[config.mk]
export PLATFORM = sky130hd
export DESIGN_NAME = fib_job_runner
export DESIGN_NICKNAME = d
export VERILOG_FILES = /design/src/rtl/fib_job_runner.sv
export SDC_FILE = /design/constraint.sdc
export NUM_CORES = 1
export LEC_CHECK = 0
export ABC_AREA = 1
export CORE_ASPECT_RATIO = 0.8
export CORE_MARGIN = 8
export CORE_UTILIZATION = 59
export DETAILED_ROUTE_END_ITERATION = 10
export GPL_TIMING_DRIVEN = 0
export PLACE_DENSITY = 0.82
export SLEW_MARGIN = 25
export SYNTH_ARGS = -nofsm -noshare
export SYNTH_HDL_FRONTEND = slang
export SYNTH_SLANG_ARGS = --single-unit
[constraint.sdc]
create_clock -name clk -period 10.1 [get_ports clk]
set_clock_uncertainty 0.15 [all_clocks]
set_input_delay 1.01 -clock clk [delete_from_list [all_inputs] [get_ports clk]]
set_output_delay 1.01 -clock clk [all_outputs]
set_load 0.1 [all_outputs]
[src/rtl/fib_job_runner.sv]
`default_nettype none
// fib_job_runner: queues (n, a, b) jobs for the fib core, launches them one at a
// time and returns each result with its n and run length on a valid/ready port.
module fib_job_runner #(
  parameter int DEPTH = 4,
  parameter int N_W   = 6,
  parameter int D_W   = 32
) (
  input  logic           clk,
  input  logic           rst_n,
  input  logic           job_valid,
  output logic           job_ready,
  input  logic [N_W-1:0] job_n,
  input  logic [D_W-1:0] job_a,
  input  logic [D_W-1:0] job_b,
  output logic           core_r_enable,
  output logic           core_controlArr,
  output logic [N_W-1:0] core_init_n,
  output logic [D_W-1:0] core_init_a,
  output logic [D_W-1:0] core_init_b,
  input  logic           core_w_enable,
  input  logic [D_W-1:0] core_result,
  output logic           res_valid,
  input  logic           res_ready,
  output logic [D_W-1:0] res_value,
  output logic [N_W-1:0] res_n,
  output logic [31:0]    res_cycles
);

  localparam int             PTR_W   = $clog2(DEPTH);
  localparam int             ENT_W   = N_W + 2 * D_W;
  localparam logic [PTR_W:0] PTR_ONE = (PTR_W + 1)'(1);

  typedef enum logic [1:0] {
    S_IDLE   = 2'd0,
    S_LAUNCH = 2'd1,
    S_WAIT   = 2'd2,
    S_HOLD   = 2'd3
  } state_t;

  state_t           state_q, state_d;
  logic [ENT_W-1:0] fifo_q [DEPTH];
  logic [ENT_W-1:0] fifo_d [DEPTH];
  logic [PTR_W:0]   wr_ptr_q, wr_ptr_d;
  logic [PTR_W:0]   rd_ptr_q, rd_ptr_d;
  logic             r_enable_q, r_enable_d;
  logic [N_W-1:0]   init_n_q, init_n_d;
  logic [D_W-1:0]   init_a_q, init_a_d;
  logic [D_W-1:0]   init_b_q, init_b_d;
  logic             wen_prev_q, wen_prev_d;
  logic [31:0]      cnt_q, cnt_d;
  logic             res_valid_q, res_valid_d;
  logic [D_W-1:0]   res_value_q, res_value_d;
  logic [N_W-1:0]   res_n_q, res_n_d;
  logic [31:0]      res_cycles_q, res_cycles_d;

  logic             empty;
  logic             full;
  logic             push;
  logic             wen_rise;
  logic [31:0]      cnt_inc;

  // Extra pointer MSB separates full (MSBs differ) from empty (pointers equal).
  assign empty    = (wr_ptr_q == rd_ptr_q);
  assign full     = (wr_ptr_q[PTR_W] != rd_ptr_q[PTR_W]) &&
                    (wr_ptr_q[PTR_W-1:0] == rd_ptr_q[PTR_W-1:0]);
  assign push     = job_valid && !full;
  assign wen_rise = core_w_enable && !wen_prev_q;
  assign cnt_inc  = (cnt_q == 32'hFFFF_FFFF) ? cnt_q : cnt_q + 32'd1;

  always_comb begin
    fifo_d = fifo_q;
    if (push) begin
      fifo_d[wr_ptr_q[PTR_W-1:0]] = {job_n, job_a, job_b};
    end
  end

  always_comb begin
    state_d      = state_q;
    wr_ptr_d     = push ? wr_ptr_q + PTR_ONE : wr_ptr_q;
    rd_ptr_d     = rd_ptr_q;
    r_enable_d   = 1'b0;
    init_n_d     = init_n_q;
    init_a_d     = init_a_q;
    init_b_d     = init_b_q;
    wen_prev_d   = core_w_enable;
    cnt_d        = cnt_q;
    res_valid_d  = res_valid_q;
    res_value_d  = res_value_q;
    res_n_d      = res_n_q;
    res_cycles_d = res_cycles_q;
    case (state_q)
      S_IDLE: begin
        if (!empty) begin
          rd_ptr_d                       = rd_ptr_q + PTR_ONE;
          {init_n_d, init_a_d, init_b_d} = fifo_q[rd_ptr_q[PTR_W-1:0]];
          r_enable_d                     = 1'b1;
          state_d                        = S_LAUNCH;
        end
      end
      S_LAUNCH: begin
        cnt_d   = '0;
        state_d = S_WAIT;
      end
      S_WAIT: begin
        cnt_d = cnt_inc;
        // The edge-detect cycle itself is included in the reported run length.
        if (wen_rise) begin
          res_value_d  = core_result;
          res_cycles_d = cnt_inc;
          res_n_d      = init_n_q;
          res_valid_d  = 1'b1;
          state_d      = S_HOLD;
        end
      end
      S_HOLD: begin
        if (res_ready) begin
          res_valid_d = 1'b0;
          state_d     = S_IDLE;
        end
      end
      default: state_d = S_IDLE;
    endcase
  end

  always_ff @(posedge clk) begin
    fifo_q <= fifo_d;
  end

  always_ff @(posedge clk or negedge rst_n) begin
    if (!rst_n) begin
      state_q      <= S_IDLE;
      wr_ptr_q     <= '0;
      rd_ptr_q     <= '0;
      r_enable_q   <= 1'b0;
      init_n_q     <= '0;
      init_a_q     <= '0;
      init_b_q     <= '0;
      wen_prev_q   <= 1'b0;
      cnt_q        <= '0;
      res_valid_q  <= 1'b0;
      res_value_q  <= '0;
      res_n_q      <= '0;
      res_cycles_q <= '0;
    end else begin
      state_q      <= state_d;
      wr_ptr_q     <= wr_ptr_d;
      rd_ptr_q     <= rd_ptr_d;
      r_enable_q   <= r_enable_d;
      init_n_q     <= init_n_d;
      init_a_q     <= init_a_d;
      init_b_q     <= init_b_d;
      wen_prev_q   <= wen_prev_d;
      cnt_q        <= cnt_d;
      res_valid_q  <= res_valid_d;
      res_value_q  <= res_value_d;
      res_n_q      <= res_n_d;
      res_cycles_q <= res_cycles_d;
    end
  end

  assign job_ready       = !full;
  assign core_r_enable   = r_enable_q;
  assign core_controlArr = 1'b0;
  assign core_init_n     = init_n_q;
  assign core_init_a     = init_a_q;
  assign core_init_b     = init_b_q;
  assign res_valid       = res_valid_q;
  assign res_value       = res_value_q;
  assign res_n           = res_n_q;
  assign res_cycles      = res_cycles_q;

endmodule
`default_nettype wire

==> results.md, run 1 <==
- Worst slew margin: 0.2696
- Clk pin slew, worst setup/hold paths: 0.07 ns
- H-tree depth: 2
- Worst slew pin tran: 1.092 ns
- Die ar.: 37,560 um^2
- Detailed Route Iter0 Violations: 1,678
- Reg2reg path depth: 10
- Largest area contributor in the netlist: edfxtp_1
- Peak VDD IR: 0.3436 mV
- Hold-fix buffers at CTS: 0
- Core area: 31,280 um^2
- Number of global-route vias before repair: 14.24k
- Post-Syn Instances: 1,711
- Post-synth top area share: 0.4512
- Routed via count: 14.13k
- CP Max Fanout: 7
- Post-synthesis cell type count: 34
- Final hold slack: 0.2133 ns
- Sequential fraction of the synthesis area: 0.6970
- Total leakage power: 0.009637 uW
- Netlist Area Pre-Place: 18,630 um^2
- Worst Path Required: 8.94 ns
- Post-DP HPWL: 35,100 um
- Clk Latency, worst-skew pair: 0.57 ns
- Initial Util: 0.5958
- Via density per instance: 5.691
- Syn. warnings: 0
- Final nets: 2,139
- Number of cell rows: 58
- Die height: 175.0 um
- # Max-Cap Violations: 0
- RR Endpoint: fifo_q[182]$_DFFE_PP_
- CTS tree: built
- Mapped Avg Cell Area: 10.89 um^2
- Outcome: completed
- Crit path DAT: 2.79 ns
- Met1 wire length: 20,530 um
- Most frequent cells in the layout: nand2_1 (583), edfxtp_1 (280), nor2_1 (249), clkdlybuf4s50_1 (248), dfrtp_1 (183)
- DR top layer: met5
- Met2 wire length: 24,520 um
- DR pass1 iterations: 6
- Crit-path cells: buf_2 -> xnor2_1 -> and2_1 -> nand2_1 -> clkdlybuf4s50_1
- Final Max Tran Viols: 0
- Final hold vios: 0
- Proportion of layout cells with a drive suffix above 1: 0.07969
- Overflow after GRT: 0
- Synthesis-stage register bit count: 463
- PD cells: 358.8 nW/um^2
- Syn Nets: 1,827
- R2r setup slk: 7.02 ns
- Max Freq: 253.4 MHz
- Post-route ant nets: 0
- CP max-delay cell: clkdlybuf4s50_1
- Crit path capture type: output pin
- I/O pin total: 251
- Max incr delay on CP: 1.20 ns
- Initial antenna violation count: 10
- Overall routed net length: 51,290 um
- CTS Sinks: 463
- DRC violations left: 0
- Minimum clock period: 3.946 ns
- Port bufs: 249
- Die X: 214.7 um
- Fin crit share: 0.3907
- Design area: 23,520 um^2
- CP Buf/Inv Count: 2
- Post-cts sizing count: 0
- Setup bufs post-CTS: 0
- Delay-heaviest family, CP: buffers and inverters
- Hold WC Path Type: in -> async
- RSZ-0062 raised after global routing: no
- First-pass GRT wire length: 79,030 um
- Clock Tree Buf Depth: 3
- Final setup TNS: 0 ns
- Fillers: 2,012
- Setup Crit Path Kind: reg -> out
- Synthesis-to-finish area growth: 26.21%
- Dpl cell area: 22,160 um^2
- Wire length on met3: 4431 um
- Most common cell after layout, fill and taps aside: nand2_1
- GP Congestion: 0.9323
- Overall Global Routing Usage: 0.2650
- Critical path launch point type: flip-flop
- R2r startpoint: rd_ptr_q[0]$_DFFE_PN0P_
- Avg WL per Cell: 20.66 um
- Inserted Clock Buffers: 43
- Largest net degree at the start of global routing: 80
- Final setup viols: 0
- Clock Tree Root: clkbuf_16
- Synth area leaders: edfxtp_1 (45%), dfrtp_1 (25%), nand2_1 (12%)
==> power by group <==
part	internal, uW	total [uW]	switching [uW]	leakage [uW]
clock network	842	1560	717	0.000665
logic	997	4130	3130	0.00404
registers	2540	2750	211	0.00493
==> worst reg2reg max path, delay by kind of cell (launching register included) <==
| kind | cells | cell delay, ns |
|---|---|---|
| and+or+nand+nor | 4 | 1.07 |
| buffers and inverters | 5 | 0.99 |
| DFF | 1 | 0.38 |
| xor gates and xnor gates | 1 | 0.16 |
==> cell families after synthesis <==
family	after synthesis	synth area share
compound gates	184	0.06305
xor+xnor	6	0.002821
fa+ha+maj	9	0.006043
buf+inv	144	0.03371
flops	463	0.6970
mux	6	0.003223
other cells	1	0.0002012
simple gates	898	0.1940
==> how the worst max path moves through the flow <==
stage                                        from                     endpoint  slack, ns  cells past startpoint
final                     rd_ptr_q[0]$_DFFE_PN0P_                    job_ready       6.15                      5
after global placement                      rst_n  core_init_b[23]$_DFFE_PN0P_      0.007                      1
after CTS                 rd_ptr_q[0]$_DFFE_PN0P_                    job_ready       6.14                      5
after global routing      rd_ptr_q[0]$_DFFE_PN0P_                    job_ready       6.07                      5
after detailed placement                job_valid        fifo_q[161]$_DFFE_PP_       6.55                      7
after floorplan           rd_ptr_q[0]$_DFFE_PN0P_          fifo_q[0]$_DFFE_PP_       4.60                      6
==> flip-flops by register name, summed over array words and instances, names as in the netlist <==
name / count
cnt_q: 32
fifo_q: 280
state_q: 2
core_init_n: 6
core_init_b: 32
res_n: 6
wr_ptr_q: 3
res_cycles: 32
rd_ptr_q: 3
core_init_a: 32
wen_prev_q: 1
res_valid: 1
res_value: 32
core_r_enable: 1
==> layout make-up <==
cell class,instances,area [um^2],area share
Timing Repair Buffer,267,2973,0.1264
Inverter,60,225.2,0.009576
Buffer,84,402.9,0.01713
Sequential cell,463,12990,0.5522
Tap cell,420,525.5,0.02234
Clock inverter,22,153.9,0.006544
Clock buffer,58,1192,0.05070
Multi-Input combinational cell,1104,5049,0.2147
Antenna cell,4,10.01,0.0004256
==> metrics by stage <==
step	utilization	setup WS [ns]	cells	power, uW
finish	0.7519	6.154	2482	8438
global route	0.7519	6.075	2481	8767
floorplan	-	4.602	1711	5579
CTS	0.7516	6.141	2478	8435
global placement	0.6923	0.006942	2380	6674
detailed placement	0.7086	6.554	2398	6855
==> routing by layer <==
metal / global-route usage / vias to the layer above
met4: 0.09584 / 14
met1: 0.3442 / 6876
met3: 0.05616 / 129
met5: 0 / -
met2: 0.4390 / 726
li1: - / 6380
==> cell usage after synthesis <==
cell type	number
a21oi_1	1
a22oi_1	1
and2_1	1
buf_1	12
buf_2	28
buf_4	8
buf_6	3
clkbuf_1	33
clkinv_1	1
conb_1	1
dfrtp_1	183
edfxtp_1	280
ha_1	9
inv_1	55
inv_2	4
mux2i_1	6
nand2_1	583
nand2_2	2
nand2_4	2
nand3_1	29
nand3_2	20
nand3b_1	2
nand4_1	1
nor2_1	253
nor2_2	1
nor2_4	2
nor2_8	2
o21ai_0	97
o21ai_1	14
o21ai_2	1
o22ai_1	6
o32ai_1	64
xnor2_1	3
xor2_1	3
(Power assumes the default switching activity.)
==> inputs of run 2 (changes only) <==
--- a/config.mk
+++ b/config.mk
@@ -8,10 +8,10 @@
 export ABC_AREA = 1
 export CORE_ASPECT_RATIO = 0.8
 export CORE_MARGIN = 8
-export CORE_UTILIZATION = 59
+export CORE_UTILIZATION = 55
 export DETAILED_ROUTE_END_ITERATION = 10
 export GPL_TIMING_DRIVEN = 0
-export PLACE_DENSITY = 0.82
+export PLACE_DENSITY = 0.77
 export SLEW_MARGIN = 25
 export SYNTH_ARGS = -nofsm -noshare
 export SYNTH_HDL_FRONTEND = slang
==> constraint.sdc (replaced) <==
create_clock -name clk -period 3.8 [get_ports clk]
set_clock_uncertainty 0.15 [all_clocks]
set_input_delay 0.38 -clock clk [delete_from_list [all_inputs] [get_ports clk]]
set_output_delay 0.38 -clock clk [all_outputs]
set_load 0.1 [all_outputs]
==> run 2 against run 1 <==
  * Non-clock buffer count decreased by 1
  * First-iteration DRC count decreased by 13%
  * Global-route usage decreased by 1.6 points
  * Utilization decreased by 4.8 points
  * Critical path type unchanged
  * Critical path depth unchanged
  * Worst hold slack got worse by 0.15 ns
  * Combinational power increased to 2.6 times the previous value
  * Clock-buffer cell count decreased by 3
  * Final area increased by 0.23%
  * Final cell count increased by 0.32%
  * Sequential share of layout area decreased by 0.13 points
  * Flip-flop and latch count unchanged
==> results.md, run 2 (synthesis results as in run 1) <==
- Number of cell rows: 60 (+3.4%)
- GP Congestion: 0.9352 (+0.31%)
- Port bufs: 249 (unchanged)
- I/O pin total: 251 (unchanged)
- Detailed Route Iter0 Violations: 1,452 (-13%)
- Most frequent cells in the layout: nand2_1 (583), edfxtp_1 (280), nor2_1 (249), clkdlybuf4s50_1 (248), dfrtp_1 (183)
- Delay-heaviest family, CP: buffers and inverters
- Critical Path Stages: 5 (unchanged)
- Inserted Clock Buffers: 43 (unchanged)
- Initial Util: 0.5565 (-0.03923)
- Overflow after GRT: 0 (unchanged)
- First-pass GRT wire length: 79,360 um (+0.43%)
- # Max-Cap Violations: 0 (unchanged)
- CP Buf/Inv Count: 2 (unchanged)
- Clk pin slew, worst setup/hold paths: 0.06 ns (about the same)
- Clock Tree Buf Depth: 3 (unchanged)
- Final nets: 2,138 (-0.047%)
- Outcome: completed
- Worst Path Required: 3.27 ns (-5.67 ns)
- Setup bufs post-CTS: 0 (unchanged)
- Clk Latency, worst-skew pair: 0.58 ns (about the same)
- Die ar.: 40,060 um^2 (+6.7%)
- Synthesis-to-finish area growth: 26.50%
- Reg2reg path depth: 9 (-1)
- Fin crit share: 0.8761
- Minimum clock period: 3.329 ns
- Critical path launch point type: flip-flop
- CP Max Fanout: 7 (unchanged)
- Number of global-route vias before repair: 14.27k (+0.21%)
- Max incr delay on CP: 1.22 ns (+0.02 ns)
- CP max-delay cell: clkdlybuf4s50_1
- Design area: 23,570 um^2 (+0.23%)
- Overall routed net length: 50,460 um (-1.6%)
- Overall Global Routing Usage: 0.2485 (-0.01642)
- Post-route ant nets: 0 (unchanged)
- RSZ-0062 raised after global routing: no
- Die height: 180.6 um (+3.2%)
- Crit-path cells: buf_2 -> xnor2_1 -> and2_1 -> nand2_1 -> clkdlybuf4s50_1
- Max reg flops: 280 (unchanged)
- DR pass1 iterations: 5 (-1)
- Dpl cell area: 22,110 um^2 (-0.25%)
- Final hold vios: 0 (unchanged)
- Post-DP HPWL: 34,350 um (-2.2%)
- Most common cell after layout, fill and taps aside: nand2_1
- Proportion of layout cells with a drive suffix above 1: 0.07932 (-0.0003703)
- Worst slew margin: 0.2601 (-0.009485)
- Non-Filler Instances: 2,490 (+0.32%)
- Initial antenna violation count: 7 (-3)
- CTS Sinks: 463 (unchanged)
- Crit path DAT: 2.80 ns (about the same)
- Peak VDD IR: 0.9951 mV (+190%)
- Setup Crit Path Kind: reg -> out
- Routed via count: 13.87k (-1.8%)
- Largest net degree at the start of global routing: 91 (+14%)
- Post-Place Cells: 2,410 (+0.50%)
- Post-cts sizing count: 0 (unchanged)
- Total leakage power: 0.009652 uW (+0.16%)
- Biggest register: fifo_q
- Final Max Tran Viols: 0 (unchanged)
- Die X: 221.8 um (+3.3%)
- CTS tree: built
- Worst slew pin tran: 1.106 ns (+0.01418 ns)
- RR Endpoint: fifo_q[190]$_DFFE_PP_
- Finished Core Util: 0.7040 (-0.04790)
- Hold WC Path Type: in -> async
- Core area: 33,480 um^2 (+7.0%)
- R2r startpoint: rd_ptr_q[0]$_DFFE_PN0P_
- Crit path capture type: output pin
- H-tree depth: 2 (unchanged)
- Final setup viols: 0 (unchanged)
- Via density per instance: 5.571 (-2.1%)
- Max Freq: 300.4 MHz
- PD cells: 960.6 nW/um^2 (+170%)
- DRC violations left: 0 (unchanged)
- Avg WL per Cell: 20.26 um (-1.9%)
- R2r setup slk: 0.66 ns (-6.36 ns)
- Clock Tree Root: clkbuf_16
run 2: cell types whose count changed in the layout (fill, tap and decap cells not counted), sizes merged:
cell	previous run	this run
buf	70	68
bufinv	0	5
clkbuf	91	88
clkinv	15	12
clkinvlp	3	4
diode	4	1
dlygate4sd3	0	1
inv	64	62
run 2: worst max path at each step:
stage	start	end	slack, ns
finish	rd_ptr_q[0]$_DFFE_PN0P_	job_ready	0.47
global route	rd_ptr_q[0]$_DFFE_PN0P_	job_ready	0.40
CTS	rd_ptr_q[0]$_DFFE_PN0P_	job_ready	0.46
detailed placement	rd_ptr_q[0]$_DFFE_PN0P_	fifo_q[189]$_DFFE_PP_	0.68
global placement	rst_n	core_init_b[22]$_DFFE_PN0P_	-5.59
floorplan	rd_ptr_q[0]$_DFFE_PN0P_	fifo_q[0]$_DFFE_PP_	-0.58
run 2: repair_timing:
item                       in CTS  in global routing
hold buffers                    1                  0
setup endpoints to repair       0                  0
hold endpoints to repair      183                  0
run 2: power by group:
part           switching [uW]  leakage (uW)  internal, uW  total [uW]
logic                    8290       0.00402          2610       10900
registers                 529       0.00493          6750        7280
clock network            1920      0.000708          2550        4470
run 2: routing by layer:
layer | track usage | vias up | part of all wire
met5 | 0 | - | 0.0016
met4 | 0.07731 | 12 | 0.029
met3 | 0.05644 | 114 | 0.079
met2 | 0.4150 | 602 | 0.48
met1 | 0.3218 | 6777 | 0.41
li1 | - | 6366 | -
run 2: layout make-up:
cell class              count  area (um^2)
diodes                      1        2.502
clock inverters            23        281.5
fillers                  2362         9910
flip-flops and latches    463        12990
multi-input cells        1104         5049
inverters                  60        225.2
clock buffers              55         1171
repair buffers            266         2910
plain buffers              84        402.9
well taps                 434        543.0
run 2: metrics by stage:
step	setup slack [ns]	setup TNS, ns	total power [uW]	hold WS [ns]
after floorplan	-0.5768	-158.07	14800	-0.06559
after global placement	-5.593	-1353.10	17750	0.3117
after detailed placement	0.6825	0	18180	0.06396
after CTS	0.4608	0	22720	0.05758
after global routing	0.4021	0	23590	0.07253
final	0.4709	0	22640	0.06798
